### src/rtl/tri_fetch_sched.sv
// Per-frame triangle fetch sequencer: latches pose, reads triangles from BRAM, streams them out.
// Latency: first read 1 cycle after start, first triangle 2+RAM_LAT; backpressure: credit-gated reads into output FIFO.

module tri_fetch_fifo #(
    parameter int W     = 8,
    parameter int DEPTH = 4
) (
    input  logic                       clk_in,
    input  logic                       rst_in,
    input  logic                       push,
    input  logic [W-1:0]               push_dat,
    input  logic                       pop,
    output logic [W-1:0]               head_dat,
    output logic                       head_vld,
    output logic [$clog2(DEPTH):0]     count
);
    localparam int PW = $clog2(DEPTH);
    localparam int CW = PW + 1;

    logic [W-1:0]  mem [DEPTH];
    logic [PW-1:0] wr_ptr, rd_ptr;
    logic          do_pop, do_push, full;

    assign full     = (count == CW'(DEPTH));
    assign do_pop   = pop && (count != '0);
    assign do_push  = push && (!full || do_pop);
    assign head_dat = mem[rd_ptr];
    assign head_vld = (count != '0);

    always_ff @(posedge clk_in) begin
        if (rst_in) begin
            for (int i = 0; i < DEPTH; i++) mem[i] <= '0;
            wr_ptr <= '0;
            rd_ptr <= '0;
            count  <= '0;
        end else begin
            if (do_push) begin
                mem[wr_ptr] <= push_dat;
                wr_ptr      <= wr_ptr + 1'b1;
            end
            if (do_pop) rd_ptr <= rd_ptr + 1'b1;
            count <= count + CW'(do_push) - CW'(do_pop);
        end
    end

    // The upstream credit scheme must never present a push the FIFO cannot take.
    always_ff @(posedge clk_in) begin
        if (!rst_in) assert (!(push && full && !do_pop));
    end
endmodule

module tri_fetch_sched #(
    parameter int ADDR_W     = 16,
    parameter int TRI_W      = 96,
    parameter int RAM_LAT    = 2,
    parameter int FIFO_DEPTH = 4
) (
    input  logic              clk_in,
    input  logic              rst_in,
    input  logic              frame_start_in,
    input  logic [ADDR_W-1:0] num_tris_in,
    input  logic [223:0]      pose_in,
    output logic [223:0]      pose_out,
    output logic              busy_out,
    output logic              frame_done_out,
    output logic [ADDR_W-1:0] ram_addr_out,
    output logic              ram_en_out,
    input  logic [TRI_W-1:0]  ram_data_in,
    output logic [TRI_W-1:0]  tri_out,
    output logic [ADDR_W-1:0] tri_idx_out,
    output logic              tri_valid_out,
    input  logic              tri_ready_in
);
    typedef enum logic [1:0] {IDLE, FETCH, DRAIN} state_t;

    state_t                  state, state_nxt;
    logic [ADDR_W:0]         issued, accepted, num_ext;
    logic [ADDR_W-1:0]       num_tris;
    logic [RAM_LAT-1:0]      vld_pipe;
    logic [ADDR_W-1:0]       idx_pipe [RAM_LAT];
    logic [$clog2(FIFO_DEPTH):0] fifo_count;
    logic                    issue, pop, credit_ok, done_nxt, start_ok;

    assign num_ext   = {1'b0, num_tris};
    assign start_ok  = (state == IDLE) && frame_start_in;
    assign pop       = tri_valid_out && tri_ready_in;
    // Reserve a FIFO slot for every read already in the BRAM pipe.
    assign credit_ok = ($countones(vld_pipe) + 32'(fifo_count)) < FIFO_DEPTH;

    always_comb begin
        state_nxt = state;
        done_nxt  = 1'b0;
        issue     = 1'b0;
        case (state)
            IDLE: begin
                if (frame_start_in) begin
                    if (num_tris_in == '0) done_nxt = 1'b1;
                    else                   state_nxt = FETCH;
                end
            end
            FETCH: begin
                issue = (issued < num_ext) && credit_ok;
                if (issue && (issued + 1'b1 == num_ext)) state_nxt = DRAIN;
            end
            DRAIN: begin
                if (accepted + (ADDR_W+1)'(pop) == num_ext) begin
                    state_nxt = IDLE;
                    done_nxt  = 1'b1;
                end
            end
            default: state_nxt = IDLE;
        endcase
    end

    assign ram_en_out   = issue;
    assign ram_addr_out = issued[ADDR_W-1:0];
    assign busy_out     = (state != IDLE);

    always_ff @(posedge clk_in) begin
        if (rst_in) begin
            state          <= IDLE;
            issued         <= '0;
            accepted       <= '0;
            num_tris       <= '0;
            pose_out       <= '0;
            frame_done_out <= 1'b0;
            vld_pipe       <= '0;
            for (int i = 0; i < RAM_LAT; i++) idx_pipe[i] <= '0;
        end else begin
            state          <= state_nxt;
            frame_done_out <= done_nxt;
            if (start_ok) begin
                pose_out <= pose_in;
                num_tris <= num_tris_in;
                issued   <= '0;
                accepted <= '0;
            end else begin
                if (issue) issued   <= issued + 1'b1;
                if (pop)   accepted <= accepted + 1'b1;
            end
            vld_pipe[0] <= issue;
            idx_pipe[0] <= issued[ADDR_W-1:0];
            for (int i = 1; i < RAM_LAT; i++) begin
                vld_pipe[i] <= vld_pipe[i-1];
                idx_pipe[i] <= idx_pipe[i-1];
            end
        end
    end

    tri_fetch_fifo #(
        .W     (ADDR_W + TRI_W),
        .DEPTH (FIFO_DEPTH)
    ) u_fifo (
        .clk_in   (clk_in),
        .rst_in   (rst_in),
        .push     (vld_pipe[RAM_LAT-1]),
        .push_dat ({idx_pipe[RAM_LAT-1], ram_data_in}),
        .pop      (pop),
        .head_dat ({tri_idx_out, tri_out}),
        .head_vld (tri_valid_out),
        .count    (fifo_count)
    );
endmodule

### config.mk
export PLATFORM = sky130hd
export DESIGN_NAME = tri_fetch_sched
export DESIGN_NICKNAME = d
export VERILOG_FILES = /design/src/rtl/tri_fetch_sched.sv
export SDC_FILE = /design/constraint.sdc
export NUM_CORES = 1
export LEC_CHECK = 0
export ABC_AREA = 0
export CAP_MARGIN = 25
export CORE_MARGIN = 3
export CORE_UTILIZATION = 28
export DETAILED_ROUTE_END_ITERATION = 8
export PLACE_DENSITY = 0.6
export SYNTH_ARGS = -nofsm -noshare
export SYNTH_HDL_FRONTEND = slang
export SYNTH_SLANG_ARGS = --single-unit
### constraint.sdc
create_clock -name clk_in -period 18.12 [get_ports clk_in]
set_input_delay 5.436 -clock clk_in [delete_from_list [all_inputs] [get_ports clk_in]]
set_output_delay 5.436 -clock clk_in [all_outputs]
set_load 0.005 [all_outputs]
==> results of run 1 <==
==> layout make-up <==
class	instances	area, um2	share of cell area [%]
clock inverter	41	524.3	1.222
tap	1488	1862	4.338
inverter	139	521.8	1.216
timing repair buffer	726	7332	17.08
sequential	768	19870	46.29
antenna	14	35.03	0.08163
clock buffer	121	2427	5.656
multi-input combinational	1677	10350	24.11
==> flip-flops by register name, indices dropped and copies added, names as in the netlist, named ones only <==
name	cells
idx_pipe	32
accepted	17
u_fifo.mem	448
u_fifo.wr_ptr	2
u_fifo.rd_ptr	2
issued	17
frame_done_out	1
vld_pipe	2
u_fifo.count	3
num_tris	16
state	2
pose_out	224
==> routing by layer <==
layer  GRT usage [%]  wire length (um)  up-vias
met5               0                82        -
met4           6.464              4184       12
met3           6.101              9620      163
met2           29.04             50440      806
met1           20.98             41010    10940
li1                -                 -    10730
==> cell families after synthesis <==
logic type,count (synthesis)
simple gates,1151
flops,768
buf+inv,340
compound gates,313
mux,116
xor+xnor,72
fa+ha+maj,25
==> critical path, delay by kind of cell (launching register included) <==
kind                   cells  cell delay, ns
muxes                      1            0.60
DFF                        1            0.81
buffers and inverters      4            1.84
==> synth_stat cells (7+ instances only) <==
master	count
sky130_fd_sc_hd__inv_1	138
sky130_fd_sc_hd__xnor2_1	46
sky130_fd_sc_hd__o21ai_0	7
sky130_fd_sc_hd__nand3_1	15
sky130_fd_sc_hd__nor3_1	15
sky130_fd_sc_hd__and3_1	8
sky130_fd_sc_hd__buf_2	19
sky130_fd_sc_hd__nor3_2	9
sky130_fd_sc_hd__mux4_2	112
sky130_fd_sc_hd__a21oi_1	255
sky130_fd_sc_hd__edfxtp_1	448
sky130_fd_sc_hd__and2_1	114
sky130_fd_sc_hd__xor2_1	26
sky130_fd_sc_hd__clkbuf_1	156
sky130_fd_sc_hd__nor2_1	281
sky130_fd_sc_hd__nand4_1	11
sky130_fd_sc_hd__buf_1	9
sky130_fd_sc_hd__nor4_1	11
sky130_fd_sc_hd__nand2_1	618
sky130_fd_sc_hd__buf_4	17
sky130_fd_sc_hd__dfxtp_1	320
sky130_fd_sc_hd__nor2b_1	32
sky130_fd_sc_hd__ha_1	24
sky130_fd_sc_hd__or3_1	7
sky130_fd_sc_hd__nand2b_1	7
==> per-stage QoR <==
| step | setup slack [ns] | std cells |
|---|---|---|
| 2_1_floorplan | 6.793 | 2785 |
| 3_3_place_gp | 8.830 | 4792 |
| 3_5_place_dp | 8.844 | 4796 |
| 4_1_cts | 8.113 | 4958 |
| 5_1_grt | 8.334 | 4961 |
| 6_report | 8.689 | 4974 |
==> worst paths after layout <==
path,cells after the start,to,slack [ns]
worst max-delay path,5,tri_idx_out[13],8.69
worst min-delay path,1,idx_pipe[0][20],0.41
worst max register to register,4,u_fifo.mem[2][100],14.82
worst min register to register,1,idx_pipe[0][20],0.41
==> report_power, final <==
part / internal, W / leakage (nW) / switching [W] / total [W]
Combinational: 0.000472 / 6.98 / 0.000364 / 0.000835
Clock: 0.00107 / 1.43 / 0.000743 / 0.00181
Sequential: 0.00193 / 7.24 / 0.0000709 / 0.00200
==> Implementation_results.wiki, run 1 <==
{| class="wikitable"
! Metric !! Value
|-
| Final period utilization || 52.05%
|-
| Category of the critical setup timing path || reg2out
|-
| Power density relative to cell area || 108.4 mW/mm2
|-
| Synth Flop Type || sky130_fd_sc_hd__edfxtp_1
|-
| Compound-cell area share of the yosys netlist || 5.514%
|-
| Vias in the first global route || 22640
|-
| Total die area || 0.1166 mm2
|-
| Number of fillers in the final layout || 10960
|-
| Crit end category || primary output
|-
| Setup TNS || 0 ns
|-
| Post-layout minimum cycle time || 9.431 ns
|-
| CTS H-tree depth || 3
|-
| Pin slew with the least headroom to its limit || 1.048 ns
|-
| First-pass detailed-route iteration total || 5
|-
| Largest vdd supply drop || 0.00007479 V
|-
| Number of clock sinks || 768
|-
| Inserted Clock Buffers || 89
|-
| Wire length of the first global-routing pass || 152.6 mm
|-
| Average cell area after synthesis || 11.31 um2
|-
| Asr flop ratio synth || 0%
|-
| Max-cap violation count || 0
|-
| I/O Buffers || 695
|-
| Number of antenna violations at the first check in global routing || 23
|-
| Initial core utilization || 28.34%
|-
| Xor and xnor fraction of the mapped netlist area || 2.002%
|-
| DRC viols || 0
|-
| Floorplan die height || 341.4 um
|-
| Top post-synthesis cells by area || sky130_fd_sc_hd__edfxtp_1 43%, sky130_fd_sc_hd__dfxtp_1 20%, sky130_fd_sc_hd__mux4_2 8.0%, sky130_fd_sc_hd__nand2_1 7.4%, sky130_fd_sc_hd__a21oi_1 4.1%
|-
| Worst Skew || 0.04661 ns
|-
| Remaining number of nets flagged by the antenna check after routing || 0
|-
| Worst hold path class || reg2reg
|-
| Worst slew margin || 30.15%
|-
| Number of ports placed on the die boundary || 696
|-
| Final WL || 105.3 mm
|-
| Weighted congestion reported at the end of routability-driven placement || 0.8809
|-
| CP dominant cell by count || sky130_fd_sc_hd__buf_4
|-
| Worst hold path startpoint || idx_pipe[0][4]
|-
| TritonCTS clock tree || built
|-
| Number of nets produced by synthesis || 3150
|-
| Maximum clock insertion buffer count || 3
|-
| Clk_lat worst skew || 0.67 ns
|-
| Most used cells in the layout excluding fill and tap cells || 694 x sky130_fd_sc_hd__clkdlybuf4s50_1, 617 x sky130_fd_sc_hd__nand2_1, 448 x sky130_fd_sc_hd__edfxtp_1, 318 x sky130_fd_sc_hd__dfxtp_1, 280 x sky130_fd_sc_hd__nor2_1
|-
| Total power draw || 0.004650 W
|-
| Utilization of the core after routing || 38.62%
|-
| Crit path required time || 12.68 ns
|-
| Fraction of layout cells with a size suffix above 1 || 8.871%
|-
| Area of all placed cells without fillers || 0.04292 mm2
|-
| Gate count after technology mapping || 2785
|-
| Peak Freq || 106.0 MHz
|-
| Slowest cell on the critical path || sky130_fd_sc_hd__dfxtp_4
|-
| Kind of start point of the critical path || register
|-
| Max Slew Vio Count || 0
|-
| Area leader, netlist || sky130_fd_sc_hd__edfxtp_1
|-
| Quantity of hold-fixing buffers added after cts || 0
|-
| Area of the mapped netlist || 0.03150 mm2
|-
| Post-CTS Resized || 0
|-
| Detailed Route Iter0 Violations || 1495
|-
| Via/cell ratio || 4.553
|-
| Source of the worst register-to-register timing path || u_fifo.wr_ptr[1]
|-
| Synth warnings || 0
|-
| Largest incremental delay on the critical path || 0.81 ns
|-
| Placeable core region || 0.1111 mm2
|-
| GRT Residual Overflow || 0
|-
| Largest net degree at the start of global routing || 187
|-
| Crit path arrival time || 3.99 ns
|-
| Row count || 122
|-
| Most common cell after layout, fill and taps aside || sky130_fd_sc_hd__clkdlybuf4s50_1
|-
| Post-detail-place hpwl || 73.70 mm
|-
| Count of final hold-check violations || 0
|-
| Post-Synth Adder-Cell Area || 1.017%
|-
| Basic-gate share of the synthesized area counting and, or, nand and nor cells || 15.95%
|-
| Main combinational cell family by area after synthesis || simple AND/OR/NAND/NOR gates
|-
| Ordered cell list for the critical path || buf_4 -> buf_4 -> buf_16 -> mux4_2 -> clkdlybuf4s50_1
|-
| RSZ-0062 raised after global routing || false
|-
| Buffer type at the clock tree root || sky130_fd_sc_hd__clkbuf_16
|-
| Clock transition at path regs || 0.06 ns
|-
| #FFs+latches synth || 768
|-
| Setup bufs post-CTS || 0
|-
| Total global routing track utilization || 17.52%
|-
| Max Fanout on Critical Path || 41
|-
| Final setup violation count || 0
|-
| Cell area after placement || 0.03988 mm2
|-
| Count of vias placed by the detailed router || 22650
|-
| Synth top area share || 42.71%
|-
| Mux share of post-synthesis cell area || 8.135%
|-
| Average routed wire per standard cell || 21.18 um
|-
| Horizontal die dimension || 341.4 um
|-
| Sequential cell area fraction in the yosys report || 63.05%
|-
| Run status || completed
|-
| Net count, final || 3766
|-
| Post-synth EDFFs || 448
|-
| Unique masters post-synth || 68
|-
| Final worst hold slack || 0.4100 ns
|-
| Lkg Pwr || 15.66 nW
|-
| P&R area growth vs syn || 36.25%
|}
Note: power is estimated with default switching activity, not from simulation.
==> run 2, diff against run 1 <==
Clock period 18.12 ns to 9 ns, I/O delays scaled along.
==> run 2 against run 1 <==
Register-to-register slack lost 8.7 ns. Wire length is essentially flat. Global-route usage shrank 0.12 points. Total power grew 100%. Design area grew 0.13%. Clock skew shrank 0.029 ns. Clock power grew 110%. Via count grew 0.28%. Die area is the same. Sequential cell count is the same. First-iteration DRC count grew 11%.
==> Implementation_results.wiki, run 2 (synthesis results as in run 1) <==
{| class="wikitable"
! Metric !! Value
|-
| Final worst hold slack || 0.4327 ns (was 0.4100 ns)
|-
| Ordered cell list for the critical path || inv_1 -> ha_1 -> a211oi_1 -> a21oi_1 -> a2111oi_4 -> a211oi_2 -> buf_4 -> nor2_2 -> clkdlybuf4s50_1 (was buf_4 -> buf_4 -> buf_16 -> mux4_2 -> clkdlybuf4s50_1)
|-
| Average routed wire per standard cell || 21.14 um (was 21.18 um)
|-
| Largest vdd supply drop || 0.0001981 V (was 0.00007479 V)
|-
| Crit end category || primary output (unchanged)
|-
| Floorplan die height || 341.4 um (unchanged)
|-
| Row count || 122 (unchanged)
|-
| Clk_lat worst skew || 0.65 ns (was 0.67 ns)
|-
| GRT Residual Overflow || 0 (unchanged)
|-
| Source of the worst register-to-register timing path || u_fifo.count[1] (was u_fifo.wr_ptr[1])
|-
| Max reg flops || 448 (unchanged)
|-
| Pin slew with the least headroom to its limit || 1.242 ns (was 1.048 ns)
|-
| Combined flip-flop and latch cell area || 0.01987 mm2 (unchanged)
|-
| Via/cell ratio || 4.562 (was 4.553)
|-
| Final setup violation count || 0 (unchanged)
|-
| Power density relative to cell area || 219.9 mW/mm2 (was 108.4 mW/mm2)
|-
| Maximum clock insertion buffer count || 3 (unchanged)
|-
| Count of final hold-check violations || 0 (unchanged)
|-
| Slowest cell on the critical path || sky130_fd_sc_hd__clkdlybuf4s50_1 (was sky130_fd_sc_hd__dfxtp_4)
|-
| Count of vias placed by the detailed router || 22710 (was 22650)
|-
| Final period utilization || 68.32%
|-
| Buffering stage count on the worst path with inverters included || 3 (was 4)
|-
| Worst hold stages || 1 (unchanged)
|-
| Detailed Route Iter0 Violations || 1659 (was 1495)
|-
| Worst hold path class || reg2reg (unchanged)
|-
| Post-layout minimum cycle time || 6.148 ns
|-
| Total global routing track utilization || 17.39% (was 17.52%)
|-
| Initial core utilization || 28.34% (unchanged)
|-
| I/O Buffers || 695 (unchanged)
|-
| Weighted congestion reported at the end of routability-driven placement || 0.8944 (was 0.8809)
|-
| Largest registers || u_fifo.mem: 448 flops, pose_out: 224 flops, idx_pipe: 32 flops (unchanged)
|-
| FF-to-FF End || u_fifo.mem[1][38] (was u_fifo.mem[2][100])
|-
| First-pass detailed-route iteration total || 5 (unchanged)
|-
| TritonCTS clock tree || built (unchanged)
|-
| P&R area growth vs syn || 36.43% (was 36.25%)
|-
| Peak Freq || 162.6 MHz
|-
| Post-detail-place hpwl || 70.63 mm (was 73.70 mm)
|-
| Area of the multi-input gates || 0.01035 mm2 (unchanged)
|-
| Total die area || 0.1166 mm2 (unchanged)
|-
| DRC viols || 0 (unchanged)
|-
| Crit path required time || 6.30 ns (was 12.68 ns)
|-
| Largest register by flop count || u_fifo.mem (unchanged)
|-
| Setup bufs post-CTS || 0 (unchanged)
|-
| Placeable core region || 0.1111 mm2 (unchanged)
|-
| CP delay by family, top || buffers and inverters (unchanged)
|-
| Largest net degree at the start of global routing || 186 (was 187)
|-
| Buffer type at the clock tree root || sky130_fd_sc_hd__clkbuf_16 (unchanged)
|-
| Number of ports placed on the die boundary || 696 (unchanged)
|-
| Max Slew Vio Count || 0 (unchanged)
|-
| Inserted Clock Buffers || 89 (unchanged)
|-
| Run status || completed (unchanged)
|-
| Final WL || 105.2 mm (was 105.3 mm)
|-
| Number of clock sinks || 768 (unchanged)
|-
| Quantity of hold-fixing buffers added after cts || 0 (unchanged)
|-
| R2r setup slk || 6.08 ns (was 14.82 ns)
|-
| Wire length of the first global-routing pass || 150.4 mm (was 152.6 mm)
|-
| Category of the critical setup timing path || reg2out (unchanged)
|-
| Worst Skew || 0.01795 ns (was 0.04661 ns)
|-
| Lkg Pwr || 15.68 nW (was 15.66 nW)
|-
| Max-cap violation count || 0 (unchanged)
|-
| Setup TNS || 0 ns (unchanged)
|-
| Worst Reg-to-Reg Cells || 7 (was 4)
|-
| Number of fillers in the final layout || 10910 (was 10960)
|-
| RSZ-0062 raised after global routing || false (unchanged)
|-
| Max Fanout on Critical Path || 17 (was 41)
|-
| Clock transition at path regs || 0.06 ns (about the same)
|-
| Post-CTS Resized || 0 (unchanged)
|-
| Most used cells in the layout excluding fill and tap cells || 694 x sky130_fd_sc_hd__clkdlybuf4s50_1, 617 x sky130_fd_sc_hd__nand2_1, 448 x sky130_fd_sc_hd__edfxtp_1, 318 x sky130_fd_sc_hd__dfxtp_1, 280 x sky130_fd_sc_hd__nor2_1 (unchanged)
|-
| Net count, final || 3764 (was 3766)
|-
| Fraction of layout cells with a size suffix above 1 || 9.243% (was 8.871%)
|-
| CTS H-tree depth || 3 (unchanged)
|-
| Remaining number of nets flagged by the antenna check after routing || 0 (unchanged)
|-
| Worst slew margin || 17.18% (was 30.15%)
|-
| Kind of start point of the critical path || register (unchanged)
|-
| Number of antenna violations at the first check in global routing || 43 (was 23)
|-
| Horizontal die dimension || 341.4 um (unchanged)
|-
| Worst hold path startpoint || idx_pipe[0][10] (was idx_pipe[0][4])
|-
| Vias in the first global route || 22210 (was 22640)
|-
| Most common cell after layout, fill and taps aside || sky130_fd_sc_hd__clkdlybuf4s50_1 (unchanged)
|-
| Largest incremental delay on the critical path || 0.62 ns (was 0.81 ns)
|-
| Hold Path End || idx_pipe[0][26] (was idx_pipe[0][20])
|-
| Crit path arrival time || 3.45 ns (was 3.99 ns)
|}
run 2: cell count changes in the layout (fill, tap and decap cells not counted), sizes merged:
cell      delta
clkinv       -3
bufinv       +1
clkinvlp     +5
buf          -2
diode        +4
inv          +5
clkbuf       -5
run 2: layout make-up:
class,instances,share of cell area (%)
clock buffers,116,5.678
well taps,1488,4.332
multi-input cells,1677,24.08
diodes,18,0.1048
inverters,139,1.214
repair buffers,724,17.02
flip-flops and latches,768,46.23
clock inverters,49,1.342
run 2: worst max path at each step:
stage | from | to | slack, ns | cells past startpoint
floorplan | tri_ready_in | u_fifo.mem[1][0] | 0.41 | 2
global placement | tri_ready_in | u_fifo.mem[3][101] | 3.11 | 7
detailed placement | tri_ready_in | u_fifo.mem[1][38] | 3.35 | 8
CTS | num_tris[7] | ram_en_out | 2.72 | 9
global route | num_tris[7] | ram_en_out | 2.56 | 9
finish | num_tris[7] | ram_en_out | 2.85 | 9
run 2: stage by stage:
| stage | setup slack, ns | area, um2 | cells | total power [W] | util, % |
|---|---|---|---|---|---|
| floorplan | 0.4091 | 31500 | 2785 | 0.004861 | - |
| global placement | 3.108 | 39830 | 4793 | 0.005801 | 35.84 |
| detailed placement | 3.349 | 39880 | 4795 | 0.005814 | 35.89 |
| CTS | 2.720 | 42900 | 4960 | 0.009605 | 38.61 |
| global route | 2.564 | 42930 | 4962 | 0.009837 | 38.63 |
| finish | 2.852 | 42970 | 4979 | 0.009451 | 38.67 |
run 2: power by group:
| part | internal (W) | total (W) | switching [W] |
|---|---|---|---|
| clock network | 0.00221 | 0.00376 | 0.00154 |
| logic | 0.000942 | 0.00170 | 0.000762 |
| registers | 0.00388 | 0.00399 | 0.000108 |
run 2: layer usage:
layer  wire length [um]  global-route usage (%)  part of all wire (%)
met1              40430                   20.47                    38
met2              50390                   28.64                    48
met3              10430                   6.784                   9.9
met4               3728                   6.599                   3.5
met5                264                       0                  0.25
==> run 3, diff against run 2 <==
Clock period 9 ns to 6.4 ns, I/O delays scaled along.
==> run 3 against run 2 <==
Critical path type unchanged. Clock power up 41%. Sequential cell count unchanged. Sequential share of layout area down 0.11 points. Setup slack worse by 1.8 ns. Non-clock buffer count up 6. Die area unchanged.
==> Implementation_results.wiki, run 3 (synthesis results as in run 1) <==
{| class="wikitable"
! Metric !! Value
|-
| Run status || completed (unchanged)
|-
| Via/cell ratio || 4.583 (was 4.562)
|-
| Most common cell after layout, fill and taps aside || sky130_fd_sc_hd__clkdlybuf4s50_1 (unchanged)
|-
| Worst slew margin || 27.28% (was 17.18%)
|-
| DRC viols || 0 (unchanged)
|-
| Post-layout minimum cycle time || 5.349 ns
|-
| Cell area after placement || 0.03996 mm2 (was 0.03988 mm2)
|-
| Final setup violation count || 0 (unchanged)
|-
| I/O Buffers || 695 (unchanged)
|-
| Post-detail-place hpwl || 73.01 mm (was 70.63 mm)
|-
| Final period utilization || 83.58%
|-
| Crit path arrival time || 3.43 ns (was 3.45 ns)
|-
| FF-to-FF End || u_fifo.mem[1][77] (was u_fifo.mem[1][38])
|-
| R2r setup slk || 3.63 ns (was 6.08 ns)
|-
| Max reg flops || 448 (unchanged)
|-
| Net count, final || 3771 (was 3764)
|-
| Number of ports placed on the die boundary || 696 (unchanged)
|-
| Detailed Route Iter0 Violations || 1479 (was 1659)
|-
| Largest register by flop count || u_fifo.mem (unchanged)
|-
| Clk_lat worst skew || 0.67 ns (was 0.65 ns)
|-
| Initial core utilization || 28.34% (unchanged)
|-
| Weighted congestion reported at the end of routability-driven placement || 0.8901 (was 0.8944)
|-
| Average routed wire per standard cell || 21.32 um (was 21.14 um)
|-
| P&R area growth vs syn || 36.77% (was 36.43%)
|-
| Worst setup startpoint || issued[7] (was num_tris[7])
|-
| Number of antenna violations at the first check in global routing || 43 (unchanged)
|-
| Remaining number of nets flagged by the antenna check after routing || 0 (unchanged)
|-
| CTS H-tree depth || 3 (unchanged)
|-
| Vias in the first global route || 22400 (was 22210)
|-
| Buffering stage count on the worst path with inverters included || 2 (was 3)
|-
| Quantity of hold-fixing buffers added after cts || 0 (unchanged)
|-
| Ordered cell list for the critical path || ha_1 -> a211oi_1 -> a21oi_1 -> a2111oi_4 -> a211oi_2 -> buf_4 -> nor2_2 -> clkdlybuf4s50_1 (was inv_1 -> ha_1 -> a211oi_1 -> a21oi_1 -> a2111oi_4 -> a211oi_2 -> buf_4 -> nor2_2 -> clkdlybuf4s50_1)
|-
| Count of final hold-check violations || 0 (unchanged)
|-
| Source of the worst register-to-register timing path || u_fifo.count[1] (unchanged)
|-
| Crit end category || primary output (unchanged)
|-
| Max-cap violation count || 0 (unchanged)
|-
| First-pass detailed-route iteration total || 6 (was 5)
|-
| Worst Reg-to-Reg Cells || 6 (was 7)
|-
| Largest registers || u_fifo.mem: 448 flops, pose_out: 224 flops, idx_pipe: 32 flops (unchanged)
|-
| Worst slack at placement || 1.648 ns (was 3.349 ns)
|-
| Maximum clock insertion buffer count || 3 (unchanged)
|-
| Clock transition at path regs || 0.06 ns (about the same)
|-
| Worst Skew || 0.03066 ns (was 0.01795 ns)
|-
| Slowest cell on the critical path || sky130_fd_sc_hd__clkdlybuf4s50_1 (unchanged)
|-
| Inserted Clock Buffers || 90 (was 89)
|-
| Kind of start point of the critical path || register (unchanged)
|-
| End point of the critical path || ram_en_out (unchanged)
|-
| Category of the critical setup timing path || reg2out (unchanged)
|-
| Fraction of layout cells with a size suffix above 1 || 9.462% (was 9.243%)
|-
| Floorplan die height || 341.4 um (unchanged)
|-
| Final WL || 106.3 mm (was 105.2 mm)
|-
| Max Slew Vio Count || 0 (unchanged)
|-
| Area of all placed cells without fillers || 0.04308 mm2 (was 0.04297 mm2)
|-
| Power density relative to cell area || 309.5 mW/mm2 (was 219.9 mW/mm2)
|-
| Post-CTS Resized || 0 (unchanged)
|-
| Pin slew with the least headroom to its limit || 1.091 ns (was 1.242 ns)
|-
| Critical Path Stages || 8 (was 9)
|-
| Total global routing track utilization || 17.58% (was 17.39%)
|-
| Total die area || 0.1166 mm2 (unchanged)
|-
| Row count || 122 (unchanged)
|-
| Peak Freq || 186.9 MHz
|-
| GRT Residual Overflow || 0 (unchanged)
|-
| Wire length of the first global-routing pass || 152.3 mm (was 150.4 mm)
|-
| RSZ-0062 raised after global routing || false (unchanged)
|-
| Worst hold path class || reg2reg (unchanged)
|-
| Largest net degree at the start of global routing || 180 (was 186)
|-
| Largest vdd supply drop || 0.0001893 V (was 0.0001981 V)
|-
| Crit path required time || 4.48 ns (was 6.30 ns)
|-
| Setup bufs post-CTS || 0 (unchanged)
|-
| Utilization of the core after routing || 38.77% (was 38.67%)
|-
| CP delay by family, top || buffers and inverters (unchanged)
|-
| Max Fanout on Critical Path || 17 (unchanged)
|-
| Total power draw || 0.01333 W (was 0.009451 W)
|-
| Most used cells in the layout excluding fill and tap cells || 694 x sky130_fd_sc_hd__clkdlybuf4s50_1, 617 x sky130_fd_sc_hd__nand2_1, 448 x sky130_fd_sc_hd__edfxtp_1, 318 x sky130_fd_sc_hd__dfxtp_1, 280 x sky130_fd_sc_hd__nor2_1 (unchanged)
|-
| Number of clock sinks || 768 (unchanged)
|-
| Largest incremental delay on the critical path || 0.63 ns (was 0.62 ns)
|-
| Post-layout worst setup margin || 1.051 ns (was 2.852 ns)
|-
| Buffer type at the clock tree root || sky130_fd_sc_hd__clkbuf_16 (unchanged)
|-
| Placeable core region || 0.1111 mm2 (unchanged)
|-
| Lkg Pwr || 15.73 nW (was 15.68 nW)
|-
| Horizontal die dimension || 341.4 um (unchanged)
|-
| TritonCTS clock tree || built (unchanged)
|-
| Count of vias placed by the detailed router || 22850 (was 22710)
|}
[run 3: worst min path at each step]
stage                         start               to  slack (ns)  cells after the start
floorplan            idx_pipe[0][0]  idx_pipe[0][16]        0.41                      1
global placement    idx_pipe[0][12]  idx_pipe[0][28]        0.42                      1
detailed placement   idx_pipe[0][4]  idx_pipe[0][20]        0.42                      1
CTS                  idx_pipe[0][4]  idx_pipe[0][20]        0.41                      1
global route         idx_pipe[0][9]  idx_pipe[0][25]        0.44                      1
finish               idx_pipe[0][4]  idx_pipe[0][20]        0.41                      1
[run 3: cell type report]
class                           instances  area [um2]
Fill cell                           10870       68050
Sequential cell                       768       19870
Multi-Input combinational cell       1677       10350
Timing Repair Buffer                  730        7357
Clock buffer                          117        2495
Tap cell                             1488        1862
Clock inverter                         46       574.3
Inverter                              139       521.8
Antenna cell                           21       52.55
[run 3: routing by layer]
metal | vias to the layer above | wire, um | global-route usage [%]
met2 | 820 | 50940 | 29.45
met4 | 42 | 4045 | 6.194
met5 | - | 281 | 0
met1 | 11050 | 40600 | 20.38
li1 | 10740 | - | -
met3 | 209 | 10450 | 6.951
[run 3: metrics by stage]
step / TNS [ns] / hold WS, ns / cells
floorplan: -316.03 / 0.4138 / 2785
global placement: 0 / 0.4191 / 4801
detailed placement: 0 / 0.4204 / 4802
CTS: 0 / 0.4055 / 4965
global route: 0 / 0.4358 / 4968
finish: 0 / 0.4085 / 4986
[run 3: worst register-to-register path: cells and delay by family, from the launching register on]
family / cells / cell delay [ns]
AND/OR/NAND/NOR: 3 / 1.09
buffers and inverters: 2 / 0.88
flip-flops: 1 / 0.50
AO/OA/AOI/OAI: 1 / 0.13
[run 3: power by group]
part / total (W) / switching (W) / internal (W)
logic: 0.00236 / 0.00103 / 0.00134
registers: 0.00566 / 0.000200 / 0.00546
clock network: 0.00531 / 0.00218 / 0.00313
